<file path="config.mk">
export PLATFORM = sky130hd
export DESIGN_NAME = dsp_fetch_loop_flat
export DESIGN_NICKNAME = d
export VERILOG_FILES = /design/src/rtl/dsp_fetch_pkg.sv /design/src/rtl/dsp_fetch_loop_if.sv /design/src/rtl/dsp_prefetch_fifo.sv /design/src/rtl/dsp_fetch_loop.sv /design/src/flat_wrapper.sv
export SDC_FILE = /design/constraint.sdc
export NUM_CORES = 1
export LEC_CHECK = 0
export ABC_AREA = 1
export BUFFER_PORTS_ARGS = -buffer_cell sky130_fd_sc_hd__clkbuf_2
export CAP_MARGIN = 20
export CORE_ASPECT_RATIO = 0.5
export CORE_MARGIN = 3
export CORE_UTILIZATION = 30
export DETAILED_ROUTE_END_ITERATION = 16
export GPL_ROUTABILITY_DRIVEN = 0
export RECOVER_POWER = 50
export SLEW_MARGIN = 20
export SYNTH_ARGS = -nofsm -noshare
export SYNTH_HDL_FRONTEND = slang
export SYNTH_HIERARCHICAL = 1
export SYNTH_SLANG_ARGS = --single-unit
</file>
<file path="constraint.sdc">
create_clock -name clk -period 4.7 [get_ports clk]
set_input_delay 1.41 -clock clk [delete_from_list [all_inputs] [get_ports clk]]
set_output_delay 1.41 -clock clk [all_outputs]
set_load 0.03 [all_outputs]
</file>
<file path="src/rtl/dsp_fetch_pkg.sv">
// dsp_fetch_pkg: default widths and the prefetch entry layout shared by the fetch unit
package dsp_fetch_pkg;
  localparam int DEF_ADDR_W = 16;
  localparam int DEF_INST_W = 32;
  localparam int DEF_PF_DEPTH = 4;
  localparam int DEF_CNT_W = 16;
  localparam logic [DEF_ADDR_W-1:0] DEF_RESET_PC = '0;
  typedef struct packed {
    logic [DEF_ADDR_W-1:0] pc;
    logic [DEF_INST_W-1:0] inst;
  } fetch_entry_t;
endpackage

</file>
<file path="src/rtl/dsp_fetch_loop_if.sv">
// dsp_fetch_loop_if: memory bus, decode handshake and loop/jump controls of the fetch unit
interface dsp_fetch_loop_if
  import dsp_fetch_pkg::*;
#(
  parameter int ADDR_W = DEF_ADDR_W,
  parameter int INST_W = DEF_INST_W,
  parameter int CNT_W = DEF_CNT_W
);
  logic              mem_req;
  logic [ADDR_W-1:0] mem_addr;
  logic [INST_W-1:0] mem_data;
  logic              jump_flag;
  logic [ADDR_W-1:0] jump_addr;
  logic              loop_load;
  logic [ADDR_W-1:0] loop_start;
  logic [ADDR_W-1:0] loop_end;
  logic [CNT_W-1:0]  loop_count;
  logic              inst_valid;
  logic [INST_W-1:0] inst_data;
  logic [ADDR_W-1:0] inst_pc;
  logic              inst_ready;
  logic              loop_active;
  modport master (
    output mem_req, mem_addr, inst_valid, inst_data, inst_pc, loop_active,
    input  mem_data, jump_flag, jump_addr, loop_load, loop_start, loop_end, loop_count, inst_ready
  );
  modport slave (
    input  mem_req, mem_addr, inst_valid, inst_data, inst_pc, loop_active,
    output mem_data, jump_flag, jump_addr, loop_load, loop_start, loop_end, loop_count, inst_ready
  );
endinterface

</file>
<file path="src/rtl/dsp_prefetch_fifo.sv">
// dsp_prefetch_fifo: first-word-fall-through prefetch buffer with flush and occupancy output
module dsp_prefetch_fifo
  import dsp_fetch_pkg::*;
#(
  parameter type T = fetch_entry_t,
  parameter int DEPTH = DEF_PF_DEPTH,
  localparam int AW = $clog2(DEPTH)
) (
  input  logic        clk,
  input  logic        rst,
  input  logic        flush,
  input  logic        push,
  input  logic        pop,
  input  T            din,
  output T            dout,
  output logic [AW:0] occ
);
  T mem_q [DEPTH];
  logic [AW-1:0] wr_q, wr_d, rd_q, rd_d;
  logic [AW:0] occ_q, occ_d;
  logic do_push, do_pop;
  always_comb begin
    do_pop = pop & (occ_q != '0);
    do_push = push & ((occ_q != (AW+1)'(DEPTH)) | do_pop);
    wr_d = flush ? '0 : wr_q + AW'(do_push);
    rd_d = flush ? '0 : rd_q + AW'(do_pop);
    occ_d = flush ? '0 : occ_q + (AW+1)'(do_push) - (AW+1)'(do_pop);
  end
  // storage is reset too so the decode-facing fields read zero out of reset
  always_ff @(posedge clk or negedge rst)
    if (!rst) begin
      wr_q <= '0;
      rd_q <= '0;
      occ_q <= '0;
      for (int i = 0; i < DEPTH; i++) mem_q[i] <= '0;
    end else begin
      wr_q <= wr_d;
      rd_q <= rd_d;
      occ_q <= occ_d;
      if (do_push && !flush) mem_q[wr_q] <= din;
    end
  assign dout = mem_q[rd_q];
  assign occ = occ_q;
endmodule

</file>
<file path="src/rtl/dsp_fetch_loop.sv">
// dsp_fetch_loop: credit-based instruction fetch with prefetch FIFO, jump flush
// and one zero-overhead hardware loop
module dsp_fetch_loop
  import dsp_fetch_pkg::*;
#(
  parameter int ADDR_W = DEF_ADDR_W,
  parameter int INST_W = DEF_INST_W,
  parameter int PF_DEPTH = DEF_PF_DEPTH,
  parameter int CNT_W = DEF_CNT_W,
  parameter logic [ADDR_W-1:0] RESET_PC = ADDR_W'(DEF_RESET_PC)
) (
  input logic clk,
  input logic rst,
  dsp_fetch_loop_if.master bus
);
  localparam int AW = $clog2(PF_DEPTH);
  typedef struct packed {
    logic [ADDR_W-1:0] pc;
    logic [INST_W-1:0] inst;
  } entry_t;
  logic [ADDR_W-1:0] pc_q, pc_d, tag_q, tag_d, ls_q, ls_d, le_q, le_d;
  logic [CNT_W-1:0] rem_q, rem_d;
  logic infl_q, act_q, act_d, req, pop, push, at_end;
  logic [AW:0] occ;
  logic [AW+1:0] credit;
  entry_t head, din;
  always_comb begin
    pop = (occ != '0) & bus.inst_ready;
    // a jump kills the response returning this cycle; nothing else can be in flight
    push = infl_q & ~bus.jump_flag;
    credit = (AW+2)'(occ) + (AW+2)'(infl_q) - (AW+2)'(pop);
    req = rst & ~bus.jump_flag & (credit < (AW+2)'(PF_DEPTH));
    at_end = act_q & (pc_q == le_q);
    din = '{pc: tag_q, inst: bus.mem_data};
    tag_d = req ? pc_q : tag_q;
    pc_d = bus.jump_flag ? bus.jump_addr :
           !req ? pc_q :
           (at_end & (rem_q > CNT_W'(1))) ? ls_q : pc_q + ADDR_W'(1);
    rem_d = bus.loop_load ? bus.loop_count : (req & at_end) ? rem_q - CNT_W'(1) : rem_q;
    act_d = bus.loop_load ? (bus.loop_count >= CNT_W'(2)) :
            (bus.jump_flag | (req & at_end & (rem_q == CNT_W'(1)))) ? 1'b0 : act_q;
    ls_d = bus.loop_load ? bus.loop_start : ls_q;
    le_d = bus.loop_load ? bus.loop_end : le_q;
  end
  always_ff @(posedge clk or negedge rst)
    if (!rst) begin
      pc_q <= RESET_PC;
      tag_q <= '0;
      infl_q <= 1'b0;
      act_q <= 1'b0;
      rem_q <= '0;
      ls_q <= '0;
      le_q <= '0;
    end else begin
      pc_q <= pc_d;
      tag_q <= tag_d;
      infl_q <= req;
      act_q <= act_d;
      rem_q <= rem_d;
      ls_q <= ls_d;
      le_q <= le_d;
    end
  dsp_prefetch_fifo #(.T(entry_t), .DEPTH(PF_DEPTH)) u_fifo (
    .clk(clk),
    .rst(rst),
    .flush(bus.jump_flag),
    .push(push),
    .pop(pop),
    .din(din),
    .dout(head),
    .occ(occ)
  );
  assign bus.mem_req = req;
  assign bus.mem_addr = pc_q;
  assign bus.inst_valid = occ != '0;
  assign bus.inst_data = head.inst;
  assign bus.inst_pc = head.pc;
  assign bus.loop_active = act_q;
endmodule

</file>
<file path="src/flat_wrapper.sv">
// flat-port wrapper written by rule: the top's interface ports become plain ports
module dsp_fetch_loop_flat import dsp_fetch_pkg::*;
#(
  parameter int ADDR_W = DEF_ADDR_W,
  parameter int INST_W = DEF_INST_W,
  parameter int PF_DEPTH = DEF_PF_DEPTH,
  parameter int CNT_W = DEF_CNT_W,
  parameter logic [ADDR_W-1:0] RESET_PC = ADDR_W'(DEF_RESET_PC)
)
  (clk, rst, bus_mem_req, bus_mem_addr, bus_inst_valid, bus_inst_data, bus_inst_pc, bus_loop_active, bus_mem_data, bus_jump_flag, bus_jump_addr, bus_loop_load, bus_loop_start, bus_loop_end, bus_loop_count, bus_inst_ready);
  dsp_fetch_loop_if #(.ADDR_W(ADDR_W), .INST_W(INST_W), .CNT_W(CNT_W)) bus_i ();
  input logic clk;
  input logic rst;
  output wire logic [$bits(bus_i.mem_req)-1:0] bus_mem_req;
  output wire logic [$bits(bus_i.mem_addr)-1:0] bus_mem_addr;
  output wire logic [$bits(bus_i.inst_valid)-1:0] bus_inst_valid;
  output wire logic [$bits(bus_i.inst_data)-1:0] bus_inst_data;
  output wire logic [$bits(bus_i.inst_pc)-1:0] bus_inst_pc;
  output wire logic [$bits(bus_i.loop_active)-1:0] bus_loop_active;
  input wire logic [$bits(bus_i.mem_data)-1:0] bus_mem_data;
  input wire logic [$bits(bus_i.jump_flag)-1:0] bus_jump_flag;
  input wire logic [$bits(bus_i.jump_addr)-1:0] bus_jump_addr;
  input wire logic [$bits(bus_i.loop_load)-1:0] bus_loop_load;
  input wire logic [$bits(bus_i.loop_start)-1:0] bus_loop_start;
  input wire logic [$bits(bus_i.loop_end)-1:0] bus_loop_end;
  input wire logic [$bits(bus_i.loop_count)-1:0] bus_loop_count;
  input wire logic [$bits(bus_i.inst_ready)-1:0] bus_inst_ready;
  assign bus_mem_req = bus_i.mem_req;
  assign bus_mem_addr = bus_i.mem_addr;
  assign bus_inst_valid = bus_i.inst_valid;
  assign bus_inst_data = bus_i.inst_data;
  assign bus_inst_pc = bus_i.inst_pc;
  assign bus_loop_active = bus_i.loop_active;
  assign bus_i.mem_data = bus_mem_data;
  assign bus_i.jump_flag = bus_jump_flag;
  assign bus_i.jump_addr = bus_jump_addr;
  assign bus_i.loop_load = bus_loop_load;
  assign bus_i.loop_start = bus_loop_start;
  assign bus_i.loop_end = bus_loop_end;
  assign bus_i.loop_count = bus_loop_count;
  assign bus_i.inst_ready = bus_inst_ready;
  dsp_fetch_loop #(.ADDR_W(ADDR_W), .INST_W(INST_W), .PF_DEPTH(PF_DEPTH), .CNT_W(CNT_W), .RESET_PC(RESET_PC)) u_core (.clk(clk), .rst(rst), .bus(bus_i));
endmodule
</file>
==> out/metrics.yaml, run 1 <==
timing:
  rsz0062_at_grt: "no"
  slew_viol_final: 201
  finalHoldViolations: 0
  tightest_slew_ps: 2360
  finalCritPeriodShare: 0.872
  setup_tns_ps: 0
  setup-violations-final: 0
  fin_crit_ps: 4100
  finalClockSkew_ps: 29.4
  hold_ws_ps: 473
  fmax_ghz: 0.244
  maxSlewHeadroom: -0.576
synthesis:
  syn_avg_cell_area_sq_um: 7.71
  synth_edf_count: 0
  synth_ff_type: "dfrtp_1"
  synthCells: 1873
  yosysUniqueCellTypes: 39
  ys_ff_latch: 281
  yosysTopAreaCell: "dfrtp_1"
  ys_seq_area_frac: 0.487
  synth_fp_nets: 1985
  ys_async_sr_fraction: 1.00
  syn_area_sq_um: 14400
  ys_top_cells_by_area: "dfrtp_1 (49%), nand2_1 (16%), nand4_1 (8.7%)"
  synth_top_area_share: 0.487
  ys_warn_count: 6
worst_setup_path:
  rr_worst_depth: 16
  cp-start-kind: "input pin"
  worst-path-buf-inv: 4
  cpPeakStageDelay_ps: 210
  slowest_stage: "ha_1"
  cp-end-kind: "output port"
  crit_cells: 11
  cp.required_ps: 3290
  r2r-start: "u_core/u_fifo/occ[1]$_DFF_PN0_"
  crit_top_cell: "nand2_1"
  cp_cell_sequence: "clkbuf_2 > and2_0 > ha_1 > inv_1 > ha_1 > nand2_1 > nand2_1 > nand2_1 > nand3_1 > inv_2 > clkbuf_2"
  critPathMaxFanout: 3
  crit_family: "simple AND/OR/NAND/NOR gates"
  cp.arrival_ps: 2690
  critPathLaunch: "bus_inst_ready"
  worstSetupPathType: "input pin to output port"
clock_network:
  cts_sinks: 281
  cts.htree.levels: 1
  cts_hold_buf: 0
  numCtsBuffers: 30
  root_buffer: "clkbuf_16"
  cts_resized: 0
  insertion_delay_ps: 590
  cts_setup_buffers: 0
  clockBufferDepth: 3
  tritoncts: "yes"
  path_clk_slew_ps: 60
cells_and_area:
  area_growth_pct: 16.1
  drive_gt1_frac: 0.143
  final_common_cell: "nand2_1"
  final_cell_mix: "nand2_1 (615), dfrtp_1 (280), nand4_1 (201), o21ai_0 (167), clkbuf_2 (166)"
  stdcell_area_sq_um: 16800
  fin_nets: 2073
global_routing:
  grt_start_max_net_pins: 194
  grt_overflow: 0
  grt_pass1_wl_um: 73400
  grt_pass1_vias: 13064
  antenna_found_initial: 1
  track_usage: 0.178
floorplan:
  initial_core_util: 0.306
  die_x_um: 316
  die_area_sq_um: 51000
  die_height_um: 161
  core_area_sq_um: 47200
  std_cell_rows: 56
  ioPinCount: 168
min_path:
  hp-class: "register to register"
  min_from: "u_core/u_fifo/mem_q[75]$_DFFE_PN0P_"
  min_path_cells: 2
run_status:
  violations: "capacitance limit, slew limit"
  status: "complete, but fails checks"
job:
  maxCapViolCount: 2
pwr:
  ir_drop_v: 0.000301
  power.density_nw_per_um2: 551
  leakagePower_nw: 8.80
route:
  drt_iter0_markers: 1265
  drc_errors: 0
  wl_per_cell_um: 17.3
  drt-pass1-iter-count: 6
  vias: 13267
  routed_wl_um: 45400
  ant_nets: 0
  via_per_inst: 5.06
placement:
  dpl_cell_area_sq_um: 15700
  io_buffers: 167
  hpwl_um: 26700
[metal layers]
layer	global-route usage	vias to the layer above	share of wire
li1	-	6407	-
met1	0.248	6460	0.45
met2	0.293	333	0.48
met3	0.0240	67	0.046
met4	0.0449	0	0.021
met5	0	-	0
[synthesized netlist by cell type, types with 11 or more instances]
| library cell | n |
|---|---|
| buf_1 | 11 |
| inv_1 | 94 |
| nor2_1 | 153 |
| nand2_1 | 615 |
| dfrtp_1 | 281 |
| buf_2 | 45 |
| nor3_1 | 12 |
| clkbuf_1 | 67 |
| o22ai_1 | 48 |
| xor2_1 | 17 |
| buf_4 | 12 |
| nand3_1 | 65 |
| inv_2 | 18 |
| nand4_1 | 201 |
| o21ai_0 | 167 |
[worst paths after layout]
check	end	slack (ps)
max	bus_mem_req	600
min	u_core/u_fifo/mem_q[75]$_DFFE_PN0P_	470
max reg2reg	u_core/rem_q[13]$_DFFE_PN0P_	1330
min reg2reg	u_core/u_fifo/mem_q[75]$_DFFE_PN0P_	470
max in group asynchronous	u_core/u_fifo/rd_q[0]$_DFF_PN0_	1230
min in group asynchronous	u_core/u_fifo/mem_q[12]$_DFFE_PN0P_	670
[cells by family after synthesis]
family | count (synthesis) | share of synthesized area
buf+inv | 252 | 0.0738
fa+ha+maj | 11 | 0.0101
flops | 281 | 0.487
simple gates | 1066 | 0.325
compound gates | 238 | 0.0893
xor+xnor | 25 | 0.0152
[flip-flops by register name (all words and copies together), names as in the netlist]
name and count:
u_core/infl_q 1, u_core/u_fifo/mem_q 192, u_core/bus.mem_addr 16, u_core/bus.loop_active 1
u_core/le_q 16, u_core/u_fifo/rd_q 2, u_core/tag_q 16, u_core/u_fifo/wr_q 2
u_core/u_fifo/occ 3, u_core/rem_q 16, u_core/ls_q 16
[metrics by stage]
stage	util	worst slack [ps]	power [mW]	std cells
3_5_place_dp	0.334	610	6.82	2567
4_1_cts	0.356	607	9.34	2622
3_3_place_gp	0.334	589	6.78	2567
6_report	0.356	600	9.23	2623
5_1_grt	0.356	447	9.85	2623
2_1_floorplan	-	540	5.70	1873
[worst reg2reg max path, delay by kind of cell, from the launching register on]
kind,cells,cell delay [ps]
AO/OA/AOI/OAI,1,70
AND/OR/NAND/NOR,9,1180
buffers and inverters,4,1130
adder cells (fa/ha/maj),2,420
flip-flops,1,490
[area by class of cell]
cell class	count	area, sq um
well taps	638	798
clock buffers	47	945
inverters	115	434
multi-input cells	1340	6360
clock inverters	8	97.6
fillers	4950	30400
flip-flops and latches	281	7030
repair buffers	193	1090
diodes	1	2.50
[where the power goes]
group	switching, mW	internal [mW]
combinational	2.32	0.955
clock	1.05	1.44
sequential	0.485	2.99
total	3.85	5.39
Note: power is estimated with default switching activity, not from simulation.
==> inputs of run 2 (changes only) <==
--- a/config.mk
+++ b/config.mk
@@ -12,8 +12,6 @@
 export CORE_MARGIN = 3
 export CORE_UTILIZATION = 30
 export DETAILED_ROUTE_END_ITERATION = 16
-export GPL_ROUTABILITY_DRIVEN = 0
-export RECOVER_POWER = 50
 export SLEW_MARGIN = 20
 export SYNTH_ARGS = -nofsm -noshare
 export SYNTH_HDL_FRONTEND = slang
==> out/metrics.yaml, run 2 (same netlist as run 1, synthesis figures left out) <==
run_status:
  status: "finished clean"
placement:
  io_buffers: 167  # unchanged
  hpwl_um: 26700  # unchanged
  gp_congestion: 0.842
  place_ws_ps: 610  # unchanged
  dpl_cell_area_sq_um: 15700  # unchanged
job:
  maxCapViolCount: 0  # -2
global_routing:
  grt_pass1_vias: 13064  # unchanged
  antenna_found_initial: 1  # unchanged
  track_usage: 0.178  # unchanged
  grt_overflow: 0  # unchanged
  grt_start_max_net_pins: 194  # unchanged
  grt_pass1_wl_um: 73400  # unchanged
clock_network:
  cts_setup_buffers: 0  # unchanged
  root_buffer: "clkbuf_16"
  numCtsBuffers: 30  # unchanged
  cts_sinks: 281  # unchanged
  cts.htree.levels: 1  # unchanged
  cts_resized: 0  # unchanged
  insertion_delay_ps: 590  # about the same
  clockBufferDepth: 3  # unchanged
  path_clk_slew_ps: 60  # about the same
  cts_hold_buf: 0  # unchanged
  tritoncts: "yes"
cells_and_area:
  largest_register_ffs: 192  # unchanged
  regMostFlops: "u_core/u_fifo/mem_q"
  stdcell_area_sq_um: 16800  # +0.14%
  final_cell_mix: "nand2_1 (615), dfrtp_1 (280), nand4_1 (201), o21ai_0 (167), clkbuf_2 (166)"
  final_common_cell: "nand2_1"
  area_growth_pct: 16.3
  drive_gt1_frac: 0.145  # +0.00151
  fin_nets: 2073  # unchanged
timing:
  fin_crit_ps: 4080  # -20.4 ps
  rsz0062_at_grt: "no"
  fin_ws_ps: 620  # +20.4 ps
  setup-violations-final: 0  # unchanged
  maxSlewHeadroom: 0.267  # +0.844
  setup_tns_ps: 0  # unchanged
  finalClockSkew_ps: 28.5  # -0.954 ps
  hold_ws_ps: 473  # +0.469 ps
  fmax_ghz: 0.245  # +0.50%
  slew_viol_final: 0  # -100%
  tightest_slew_ps: 1100  # -1270 ps
  finalHoldViolations: 0  # unchanged
  finalCritPeriodShare: 0.868  # -0.00434
worst_setup_path:
  critPathMaxFanout: 3  # unchanged
  cp-start-kind: "input pin"
  rr_worst_depth: 15  # -1
  crit_end: "bus_mem_req"
  critPathLaunch: "bus_inst_ready"
  cp-end-kind: "output port"
  rrSetupSlack_ps: 1850  # +520 ps
  worstSetupPathType: "input pin to output port"
  r2r-start: "u_core/u_fifo/occ[1]$_DFF_PN0_"
  cp.arrival_ps: 2670  # -20 ps
  worst_r2r_endpoint: "u_core/bus.mem_addr[15]$_DFFE_PN0P_"
  cp.required_ps: 3290  # about the same
pwr:
  finalPower_mw: 9.24  # about the same
  ir_drop_v: 0.000301  # +0.15%
  leakagePower_nw: 8.82  # +0.19%
  power.density_nw_per_um2: 551  # about the same
min_path:
  min_from: "u_core/u_fifo/mem_q[75]$_DFFE_PN0P_"
  hp-class: "register to register"
route:
  routed_wl_um: 45500  # +0.24%
  vias: 13303  # +0.27%
  wl_per_cell_um: 17.4  # +0.24%
  ant_nets: 0  # unchanged
  drc_errors: 0  # unchanged
  drt-pass1-iter-count: 5  # -1
  drt_iter0_markers: 1238  # -2.1%
  via_per_inst: 5.07  # +0.27%
floorplan:
  ioPinCount: 168  # unchanged
  std_cell_rows: 56  # unchanged
  initial_core_util: 0.306  # unchanged
  core_area_sq_um: 47200  # unchanged
  die_height_um: 161  # unchanged
  die_area_sq_um: 51000  # unchanged
  die_x_um: 316  # unchanged
-- run 2: changes by cell type in the layout (fill, tap and decap cells not counted), sizes merged --
cell / change
buf: +4
clkbuf: -4
-- run 2: worst max-delay path, cell delays in order --
cell,delay (ps)
clkbuf_2,80
and2_1,170
ha_1,190
inv_1,60
ha_1,210
nand2_1,80
nand2_1,50
nand2_1,50
nand3_1,110
inv_2,70
clkbuf_2,190
-- run 2: area by class of cell --
| cell class | count | area (sq um) |
|---|---|---|
| fill | 4947 | 30400 |
| sequential | 281 | 7030 |
| multi-input combinational | 1340 | 6360 |
| timing repair buffer | 193 | 1120 |
| clock buffer | 47 | 945 |
| tap | 638 | 798 |
| inverter | 115 | 434 |
| clock inverter | 8 | 97.6 |
| antenna | 1 | 2.50 |
-- run 2: metal layers --
metal  routed length (um)  GRT usage  up-vias
li1                     -          -     6402
met1                20700      0.248     6482
met2                21600      0.293      356
met3                 2270     0.0240       63
met4                  936     0.0449        0
met5                    0          0        -
-- run 2: where the power goes --
part	internal [mW]	switching, mW	total, mW	leakage (nW)
registers	2.99	0.484	3.48	3.71
logic	0.960	2.32	3.28	4.60
clock network	1.44	1.05	2.48	0.518
total	5.39	3.85	9.24	8.82
-- run 2: per-stage QoR --
step	utilization	std cells
finish	0.356	2623
global route	0.356	2623
CTS	0.356	2622
detailed placement	0.334	2567
global placement	0.334	2567
floorplan	-	1873
-- run 2: how the worst min path moves through the flow --
| stage | slack (ps) | to | cells after the start |
|---|---|---|---|
| 2_1_floorplan | 440 | u_core/u_fifo/mem_q[48]$_DFFE_PN0P_ | 2 |
| 3_3_place_gp | 460 | u_core/u_fifo/mem_q[106]$_DFFE_PN0P_ | 2 |
| 3_5_place_dp | 460 | u_core/u_fifo/mem_q[116]$_DFFE_PN0P_ | 2 |
| 4_1_cts | 480 | u_core/u_fifo/mem_q[49]$_DFFE_PN0P_ | 2 |
| 5_1_grt | 490 | u_core/u_fifo/mem_q[63]$_DFFE_PN0P_ | 2 |
| 6_report | 470 | u_core/u_fifo/mem_q[75]$_DFFE_PN0P_ | 2 |
==> inputs of run 3 (changes only) <==
--- a/config.mk
+++ b/config.mk
@@ -9,7 +9,7 @@
 export BUFFER_PORTS_ARGS = -buffer_cell sky130_fd_sc_hd__clkbuf_2
 export CAP_MARGIN = 20
 export CORE_ASPECT_RATIO = 0.5
-export CORE_MARGIN = 3
+export CORE_MARGIN = 10
 export CORE_UTILIZATION = 30
 export DETAILED_ROUTE_END_ITERATION = 16
 export SLEW_MARGIN = 20
==> out/metrics.yaml, run 3 (same netlist as run 1, synthesis figures left out) <==
job:
  maxCapViolCount: 0  # unchanged
timing:
  slew_viol_final: 0  # unchanged
  hold_ws_ps: 475  # +1.98 ps
  finalHoldViolations: 0  # unchanged
  setup-violations-final: 0  # unchanged
  setup_tns_ps: 0  # unchanged
  maxSlewHeadroom: 0.276  # +0.00841
  fmax_ghz: 0.238  # -3.0%
  tightest_slew_ps: 1090  # -12.6 ps
  fin_crit_ps: 4200  # +124 ps
  fin_ws_ps: 496  # -124 ps
  rsz0062_at_grt: "no"
  finalCritPeriodShare: 0.894  # +0.0264
  finalClockSkew_ps: 12.1  # -16.3 ps
route:
  ant_nets: 0  # unchanged
  drc_errors: 0  # unchanged
  vias: 13337  # +0.26%
  drt_iter0_markers: 1216  # -1.8%
  drt-pass1-iter-count: 5  # unchanged
  routed_wl_um: 47000  # +3.1%
  via_per_inst: 5.09  # +0.29%
  wl_per_cell_um: 17.9  # +3.2%
min_path:
  hp-class: "register to register"
global_routing:
  grt_start_max_net_pins: 194  # unchanged
  track_usage: 0.158  # -0.0202
  grt_pass1_vias: 13287  # +1.7%
  antenna_found_initial: 2  # +1
  grt_overflow: 0  # unchanged
  grt_pass1_wl_um: 74600  # +1.6%
cells_and_area:
  stdcell_area_sq_um: 16700  # -0.45%
  regMostFlops: "u_core/u_fifo/mem_q"
  drive_gt1_frac: 0.143  # -0.00187
  final_cell_mix: "nand2_1 (615), dfrtp_1 (280), nand4_1 (201), o21ai_0 (167), clkbuf_2 (166)"
  fin_nets: 2071  # -0.096%
  final_core_util: 0.354  # -0.00215
  largest_register_ffs: 192  # unchanged
  final_common_cell: "nand2_1"
  area_growth_pct: 15.8
worst_setup_path:
  worstSetupPathType: "input pin to output port"
  cp_cell_sequence: "clkbuf_2 > and2_1 > ha_1 > inv_1 > ha_1 > nand2_1 > nand2_1 > nand2_1 > nand3_1 > inv_2 > clkbuf_2"
  cp-end-kind: "output port"
  cpPeakStageDelay_ps: 220  # about the same
  crit_family: "buffers and inverters"
  critPathMaxFanout: 3  # unchanged
  cp.arrival_ps: 2790  # +120 ps
  crit_top_cell: "nand2_1"
  cp-start-kind: "input pin"
  cp.required_ps: 3290  # about the same
  slowest_stage: "ha_1"
  worst-path-buf-inv: 4  # unchanged
floorplan:
  die_area_sq_um: 57800  # +14%
  initial_core_util: 0.306  # -0.000454
  die_height_um: 175  # +8.7%
  ioPinCount: 168  # unchanged
  std_cell_rows: 56  # unchanged
  die_x_um: 330  # +4.4%
  core_area_sq_um: 47200  # +0.15%
clock_network:
  numCtsBuffers: 30  # unchanged
  tritoncts: "yes"
  cts_hold_buf: 0  # unchanged
  cts_setup_buffers: 0  # unchanged
  root_buffer: "clkbuf_16"
  clockBufferDepth: 3  # unchanged
  cts_sinks: 281  # unchanged
  cts.htree.levels: 1  # unchanged
  insertion_delay_ps: 570  # -20 ps
  cts_resized: 0  # unchanged
  path_clk_slew_ps: 60  # about the same
pwr:
  power.density_nw_per_um2: 551  # about the same
  ir_drop_v: 0.000300  # -0.20%
  leakagePower_nw: 8.79  # -0.39%
placement:
  place_ws_ps: 485  # -125 ps
  gp_congestion: 0.853  # +1.4%
  hpwl_um: 27600  # +3.1%
  io_buffers: 167  # unchanged
  dpl_cell_area_sq_um: 15700  # -0.25%
run_status:
  status: "finished clean"
==> run 3: cell count changes in the layout (fill, tap and decap cells not counted) <==
cell	change
clkbuf_1	+2
buf_12	-2
clkinv_16	-1
clkinv_2	+4
bufinv_16	+1
diode_2	+1
clkbuf_8	-6
clkbuf_16	+1
inv_6	-1
==> run 3: final timing paths <==
kind                                                      from  slack, ps                             endpoint  depth (start not counted)
setup / recovery                                bus_inst_ready        500                          bus_mem_req                         11
hold / removal             u_core/u_fifo/mem_q[62]$_DFFE_PN0P_        480  u_core/u_fifo/mem_q[62]$_DFFE_PN0P_                          2
setup reg to reg                u_core/u_fifo/occ[1]$_DFF_PN0_       1840   u_core/bus.mem_addr[8]$_DFFE_PN0P_                         15
hold reg to reg            u_core/u_fifo/mem_q[62]$_DFFE_PN0P_        480  u_core/u_fifo/mem_q[62]$_DFFE_PN0P_                          2
max in group asynchronous                                  rst       2340      u_core/u_fifo/rd_q[0]$_DFF_PN0_                          3
min in group asynchronous                                  rst        960          u_core/rem_q[1]$_DFFE_PN0P_                          2
==> run 3: final cells by class <==
| class | count | area [sq um] |
|---|---|---|
| clock buffers | 44 | 895 |
| multi-input cells | 1340 | 6360 |
| diodes | 2 | 5.00 |
| inverters | 115 | 434 |
| well taps | 638 | 798 |
| clock inverters | 11 | 109 |
| repair buffers | 191 | 1080 |
| fillers | 5046 | 30500 |
| flip-flops and latches | 281 | 7030 |
==> run 3: metal layers <==
layer | vias to the layer above | share of wire | GRT usage
li1 | 6410 | - | -
met1 | 6484 | 0.43 | 0.203
met2 | 367 | 0.49 | 0.270
met3 | 76 | 0.052 | 0.0266
met4 | 0 | 0.024 | 0.0439
met5 | - | 0 | 0
==> run 3: through the flow <==
| stage | power, mW | cells |
|---|---|---|
| 2_1_floorplan | 5.70 | 1873 |
| 3_3_place_gp | 6.81 | 2565 |
| 3_5_place_dp | 6.85 | 2565 |
| 4_1_cts | 9.33 | 2620 |
| 5_1_grt | 9.84 | 2620 |
| 6_report | 9.21 | 2622 |
==> run 3: power by group <==
part           total [mW]  internal (mW)  switching (mW)
Sequential           3.47           3.00           0.470
Clock                2.44           1.42            1.02
Combinational        3.30          0.953            2.35
==> run 3: worst reg2reg max path, stage by stage, from the launching register on <==
cell and delay (ps):
dfrtp_1 490, inv_1 100, nand3_1 100, and2_1 170, ha_1 160, inv_1 50
ha_1 270, nand2_1 60, nand2_1 60, nand2_1 50, nand3_1 110, buf_4 300
nand2_1 440, o21ai_0 320, inv_1 60, nand2_1 60
